$ cat config.mk
export PLATFORM = sky130hd
export DESIGN_NAME = counter_cmd_seq
export DESIGN_NICKNAME = d
export VERILOG_FILES = /design/src/rtl/counter_cmd_seq.sv
export SDC_FILE = /design/constraint.sdc
export NUM_CORES = 1
export LEC_CHECK = 0
export ABC_AREA = 0
export CORE_ASPECT_RATIO = 0.8
export CORE_MARGIN = 4
export CORE_UTILIZATION = 25
export DETAILED_ROUTE_END_ITERATION = 7
export GPL_TIMING_DRIVEN = 0
export HOLD_SLACK_MARGIN = 0.12
export SLEW_MARGIN = 15
export SYNTH_ARGS = -nofsm -noshare
export SYNTH_HDL_FRONTEND = slang
export SYNTH_SLANG_ARGS = --single-unit
$ cat constraint.sdc
create_clock -name clk -period 1.8 [get_ports clk]
set_input_delay 0.36 -clock clk [delete_from_list [all_inputs] [get_ports clk]]
set_output_delay 0.36 -clock clk [all_outputs]
set_load 0.01 [all_outputs]
$ cat src/rtl/counter_cmd_seq.sv
// Command sequencer for a 4-bit loadable up/down counter.
// It accepts LOAD / UP N / DOWN N / HOLD N commands over a valid/ready handshake.
// It drives the counter's load, data and updown inputs so the counter either
// steps, loads, or holds its value.
module counter_cmd_seq #(
  parameter int LEN_W = 8
) (
  input  logic             clk,
  input  logic             rst,
  input  logic             cmd_valid,
  output logic             cmd_ready,
  input  logic [1:0]       cmd_op,
  input  logic [3:0]       cmd_value,
  input  logic [LEN_W-1:0] cmd_len,
  input  logic [3:0]       cnt_q,
  output logic             load,
  output logic [3:0]       data,
  output logic             updown,
  output logic             busy,
  output logic             done
);

  typedef enum logic {
    IDLE,
    EXEC
  } state_e;

  typedef enum logic [1:0] {
    OP_LOAD = 2'b00,
    OP_UP   = 2'b01,
    OP_DOWN = 2'b10,
    OP_HOLD = 2'b11
  } op_e;

  state_e           state_q, state_d;
  op_e              op_q, op_d;
  logic [3:0]       value_q, value_d;
  logic [LEN_W-1:0] rem_q, rem_d;
  logic             done_q, done_d;

  // State and command registers; reset aborts any running command without a done pulse
  always_ff @(posedge clk) begin
    if (rst) begin
      state_q <= IDLE;
      op_q    <= OP_HOLD;
      value_q <= 4'h0;
      rem_q   <= '0;
      done_q  <= 1'b0;
    end else begin
      state_q <= state_d;
      op_q    <= op_d;
      value_q <= value_d;
      rem_q   <= rem_d;
      done_q  <= done_d;
    end
  end

  // Next-state logic: latch a command in IDLE, count down the remaining cycles in EXEC.
  // A zero-length UP/DOWN/HOLD runs as a single HOLD cycle so the counter never steps.
  always_comb begin
    state_d = state_q;
    op_d    = op_q;
    value_d = value_q;
    rem_d   = rem_q;
    done_d  = 1'b0;
    case (state_q)
      IDLE: begin
        if (cmd_valid) begin
          state_d = EXEC;
          value_d = cmd_value;
          if ((cmd_op != OP_LOAD) && (cmd_len == '0)) begin
            op_d  = OP_HOLD;
            rem_d = LEN_W'(1);
          end else begin
            op_d  = op_e'(cmd_op);
            rem_d = cmd_len;
          end
        end
      end
      EXEC: begin
        if ((op_q == OP_LOAD) || (rem_q <= LEN_W'(1))) begin
          state_d = IDLE;
          rem_d   = '0;
          done_d  = 1'b1;
        end else begin
          rem_d = rem_q - LEN_W'(1);
        end
      end
      default: begin
        state_d = IDLE;
      end
    endcase
  end

  // Counter controls decoded from registered state; IDLE and HOLD feed the count back to freeze it
  always_comb begin
    load      = 1'b1;
    data      = cnt_q;
    updown    = 1'b0;
    cmd_ready = (state_q == IDLE);
    busy      = (state_q == EXEC);
    done      = done_q;
    if (state_q == EXEC) begin
      case (op_q)
        OP_LOAD: begin
          data = value_q;
        end
        OP_UP: begin
          load   = 1'b0;
          updown = 1'b1;
          data   = value_q;
        end
        OP_DOWN: begin
          load = 1'b0;
          data = value_q;
        end
        default: begin
          load = 1'b1;
        end
      endcase
    end
  end

endmodule

=== After elaboration in Yosys (flattened, before gate mapping) ===
Cells that the tools add are included.

* Bits in registers: 16
* Bits of input ports: 21
* Logic and storage cells: 35

* $add $sub $neg: 1
* Order comparisons: 1
* Eq/ne operators: 3
* Muxes and demuxes: 15
* Bitwise operators: 1
* Reduce and logical (&&, ||, !) cells: 9

{| class="wikitable"
|+ Operators by type and width
! cell !! count
|-
| $mux W8 || 3
|-
| $pmux W8 S2 || 1
|-
| $le A8 B1 Y1 const B || 1
|-
| $logic_not A8 Y1 || 1
|-
| $mux W4 || 2
|-
| $sub A8 B1 Y8 const B || 1
|-
| $mux W1 || 7
|-
| $reduce_or A2 Y1 || 2
|-
| $reduce_or A3 Y1 || 1
|-
| $eq A2 B1 Y1 const B || 1
|-
| $eq A2 B2 Y1 const B || 1
|-
| $logic_not A2 Y1 || 1
|-
| $mux W2 || 1
|-
| $ne A2 B2 Y1 const B || 1
|-
| $pmux W1 S2 || 1
|-
| $reduce_and A2 Y1 || 1
|-
| $reduce_bool A2 Y1 || 1
|-
| $logic_and A1 B1 Y1 || 1
|-
| $logic_or A1 B1 Y1 || 1
|-
| $not A1 Y1 || 1
|}

=== Logic depth before layout (Yosys ltp) ===
* Word-level depth: 5
* Mapped depth: 6

=== Worst setup path after synthesis ===
OpenSTA, ideal clock, no wires.

* Path kind: reg-to-reg
* Start: register rem_q[0]
* End: register rem_q[1]
* Setup time: 0.073 ns
* Data arrival time: 1.548 ns
* Data required time: 1.727 ns
* Slack: 0.179 ns
* Stages on the path, launching flop included: 7
* Cell sequence: dfxtp_1 -> inv_1 -> ha_1 -> or2_4 -> and3_1 -> o32a_1 -> nor3_2

* Word-level cells in the longest chain between the ends: 4
* Elaborated cells between the ends (all ways): 5
* Those cells by class: 1 x add/sub; 1 x order compare; 2 x mux; 1 x reduce/logical

{| class="wikitable"
|+ Ends and longest elaborated chain
! what !! line !! text
|-
| from (decl) || 38 || <nowiki>logic [LEN_W-1:0] rem_q, rem_d;</nowiki>
|-
| from (signal assigned) || 53 || <nowiki>rem_q <= rem_d;</nowiki>
|-
| $le A8 B1 Y1 || 81 || <nowiki>if ((op_q == OP_LOAD) || (rem_q <= LEN_W'(1))) begin</nowiki>
|-
| $logic_or A1 B1 Y1 || 81 ||
|-
| $mux W8 (*) || 81 ||
|-
| $pmux W8 S2 (*) || 66 || <nowiki>case (state_q)</nowiki>
|}

Every way passes the cells marked *; elsewhere a longest branch is shown, timed or not.
A chain may end at the register's enable or synchronous reset.

=== Worst setup path in the final report ===
* Start: register op_q[0]
* End: output port data[3]

* Word-level cells in the longest chain between the ends: 4
* Elaborated cells between the ends (all ways): 6
* Those cells by class: 2 x eq/ne; 2 x mux; 2 x reduce/logical

{| class="wikitable"
|+ Ends and longest elaborated chain
! what !! line !! text
|-
| from (decl) || 36 || <nowiki>op_e op_q, op_d;</nowiki>
|-
| from (signal assigned) || 51 || <nowiki>op_q <= op_d;</nowiki>
|-
| $eq A2 B1 Y1 (tied with other cells) || 104 || <nowiki>case (op_q)</nowiki>
|-
| $reduce_or A3 Y1 (no line) (*) || n/a ||
|-
| $mux W4 (*) || 104 ||
|-
| $mux W4 (*) || 103 || <nowiki>if (state_q == EXEC) begin</nowiki>
|-
| to (decl) || 17 || <nowiki>output logic [3:0] data,</nowiki>
|}

Marks and branches as above.

==> reports/results.tsv <==
stage	metric	value	unit
setup_path	Worst EP required	1440	ps
placement	DP Wirelength	2100	µm
yosys	synthesized instance count	122	
setup_path	Critical Path End Type	output port	
yosys	post-synthesis net count	148	
setup_path	critical path class	reg -> out	
timing	Final Max Slew Viols	0	
routing	Remaining DRCs	0	
timing	clock skew	2.82	ps
routing	First-pass DRT Iterations	4	
min_path	worst min path class	reg -> reg	
pwr	P_leak	0.648	nW
setup_path	Crit path arrival time	1440	ps
final_layout	nets	186	
pwr	PD cells	769	nW/µm²
timing	Max Clk Rate	554	MHz
floorplan	core box area	3830	µm²
yosys	Seq/Total Area, Yosys	32.2	%
timing	post-layout minimum cycle time	1800	ps
routing	Total Wirelength	2740	µm
routing	vias per cell	4.70	
clock_network	CTS buffer count	3	
final_layout	Multi-input gate area	656	µm²
timing	final worst slack	-4.31	ps
clock_network	CTS Sinks	16	
timing	Final period util	100	%
clock_network	Clk Tree Root Cell	clkbuf_8	
clock_network	Clock Path Buffers	2	
yosys	FF+latch count, synth	16	
floorplan	die height	64.5	µm
yosys	biggest area consumer among synthesized cells	dfxtp_1	
routing	Iter 0 DRT Violations	49	
global_route	vias in the first global route	940	
yosys	top cells by area, synth	dfxtp_1 32%, ha_1 6.3%, mux2_2 5.7%	
timing	Fin Setup TNS	-6.71	ps
timing	count of final setup violators	2	
yosys	Cell variety after synth	38	
final_layout	Filler Cells Inserted	390	
yosys	Ys Warns	0	
placement	Placer Congestion	0.798	
global_route	antenna violations before repair	0	
clock_network	Skew-Pair Late Insertion Delay	260	ps
routing	Post-DRT Antenna Nets	0	
clock_network	clk slew on worst S/H paths	70	ps
placement	port buffer count	29	
floorplan	io pins	30	
run_status	failing checks	negative setup slack	
clock_network	H-tree levels	1	
pwr	post-route total power	1.16	mW
floorplan	Rows	20	
yosys	share of the synthesized area in the top cell type	32.2	%
final_layout	Layout area overhead	51.4	%
timing	worst slew pin tran	450	ps
global_route	largest net degree at the start of global routing	11	
run_status	status	finished with violations	
timing	Slew headroom	69.7	%
yosys	Post-Syn Area	996	µm²
floorplan	DIE AREA	5060	µm²
routing	total number of vias	1006	
setup_path	Worst R2R Setup Slack	100	ps
flow_run	max cap viols	0	
global_route	Tot GR Track Use	10.8	%
clock_network	TritonCTS clock tree	yes	
floorplan	Die X	78.6	µm
final_layout	Sequential Area	325	µm²
yosys	Avg Synthesized Cell Area	8.16	µm²
final_layout	layout cells sized above 1	21.4	%
setup_path	Worst setup SP type	flop	
pwr	Worst VDD drop	0.232	mV
floorplan	Initial Util	26.0	%
routing	DR WL/cell	12.8	µm
final_layout	antenna cells	0	
global_route	grt total ovfl	0	
timing	hold_ws	455	ps
setup_path	Max FO, Critical Path	4	
global_route	first-pass GRT wire length	4240	µm
timing	Hold Vio Cnt, Final	0	
timing	RSZ-0062 raised after global routing	true	
## per-layer routing
| metal | up-vias | GRT usage [%] | share of wire (%) |
|---|---|---|---|
| li1 | 501 | - | - |
| met1 | 472 | 12.9 | 44 |
| met2 | 27 | 17.6 | 48 |
| met3 | 6 | 3.33 | 6.0 |
| met4 | 0 | 5.02 | 2.0 |
| met5 | - | 0 | 0 |
## cell families (layout without fill, tap and decap cells)
family	after synthesis	in the layout	share of synthesized area [%]
fa+ha+maj	5	5	6.28
buf+inv	16	53	6.28
simple gates	48	48	26.5
flops	16	16	32.2
compound gates	31	31	22.1
mux	6	6	6.66
## critical path: stages (launching register included)
cell,delay [ps]
dfxtp_2,340
ha_4,150
nand2b_4,160
buf_6,120
mux2_4,290
buf_6,120
## synthesized netlist by cell type, drive strengths merged
cell type	count
a21boi	2
o211a	1
nand4	1
mux2i	1
o32ai	1
o21bai	2
a21oi	11
nand3	1
nor3	10
mux2	5
inv	11
a2bb2oi	2
nand2b	2
a211oi	1
o32a	1
nor4	3
and3b	1
o21ai	3
nand2	12
or2	2
a221oi	1
and2	1
buf	2
a21o	1
clkbuf	3
ha	5
dfxtp	16
nor2	8
or3b	1
o221a	2
and3	1
o21a	2
a31oi	1
nor2b	5
## report_power, final
part	internal, mW	total (mW)	switching (mW)
Clock	0.194	0.329	0.135
Sequential	0.393	0.437	0.0435
Combinational	0.208	0.393	0.185
Total	0.795	1.16	0.364
## final cells by class
type	count	area share, %
Sequential cell	16	21.6
Clock buffer	4	3.65
Buffer	5	2.24
Multi-Input combinational cell	90	43.5
Tap cell	55	4.56
Timing Repair Buffer	33	21.7
Inverter	11	2.74
## timing repair
item,in CTS,in global routing
endpoints found under the setup margin,8,4
resized for setup,29,12
hold buffers,0,0
setup buffers,1,3
## through the flow
| stage | cells | utilization, % | cell area, µm² | setup WS (ps) |
|---|---|---|---|---|
| CTS | 211 | 37.5 | 1430 | -43.9 |
| detailed placement | 206 | 35.4 | 1360 | -173 |
| global route | 214 | 39.4 | 1510 | -42.0 |
| floorplan | 122 | - | 996 | 179 |
| finish | 214 | 39.4 | 1510 | -4.31 |
| global placement | 206 | 35.4 | 1360 | -164 |
## cell usage in the layout (no fill, tap or decap), types with 3 or more instances in the layout
cell	netlist	final
clkbuf_8	0	5
o21ai_0	3	3
ha_1	5	3
nor3_1	6	6
mux2_4	0	3
nor2_1	8	8
nand2_1	12	12
nor3_2	4	4
clkdlybuf4s50_1	0	23
nor2b_1	5	5
a21oi_1	11	11
nor4_1	3	3
dfxtp_2	0	4
inv_1	11	11
dfxtp_1	16	12
buf_6	0	6
## registers in the layout (all words and copies together), names as in the netlist
name and cells:
value_q 4, done 1, rem_q 8, op_q 2
busy 1
## worst paths after layout
| path | start | cells past startpoint | endpoint |
|---|---|---|---|
| hold / removal | value_q[1] | 2 | value_q[1] |
| setup reg to reg | rem_q[0] | 6 | rem_q[1] |
| setup / recovery | op_q[0] | 5 | data[3] |
| hold reg to reg | value_q[1] | 2 | value_q[1] |
(Power assumes the default switching activity.)
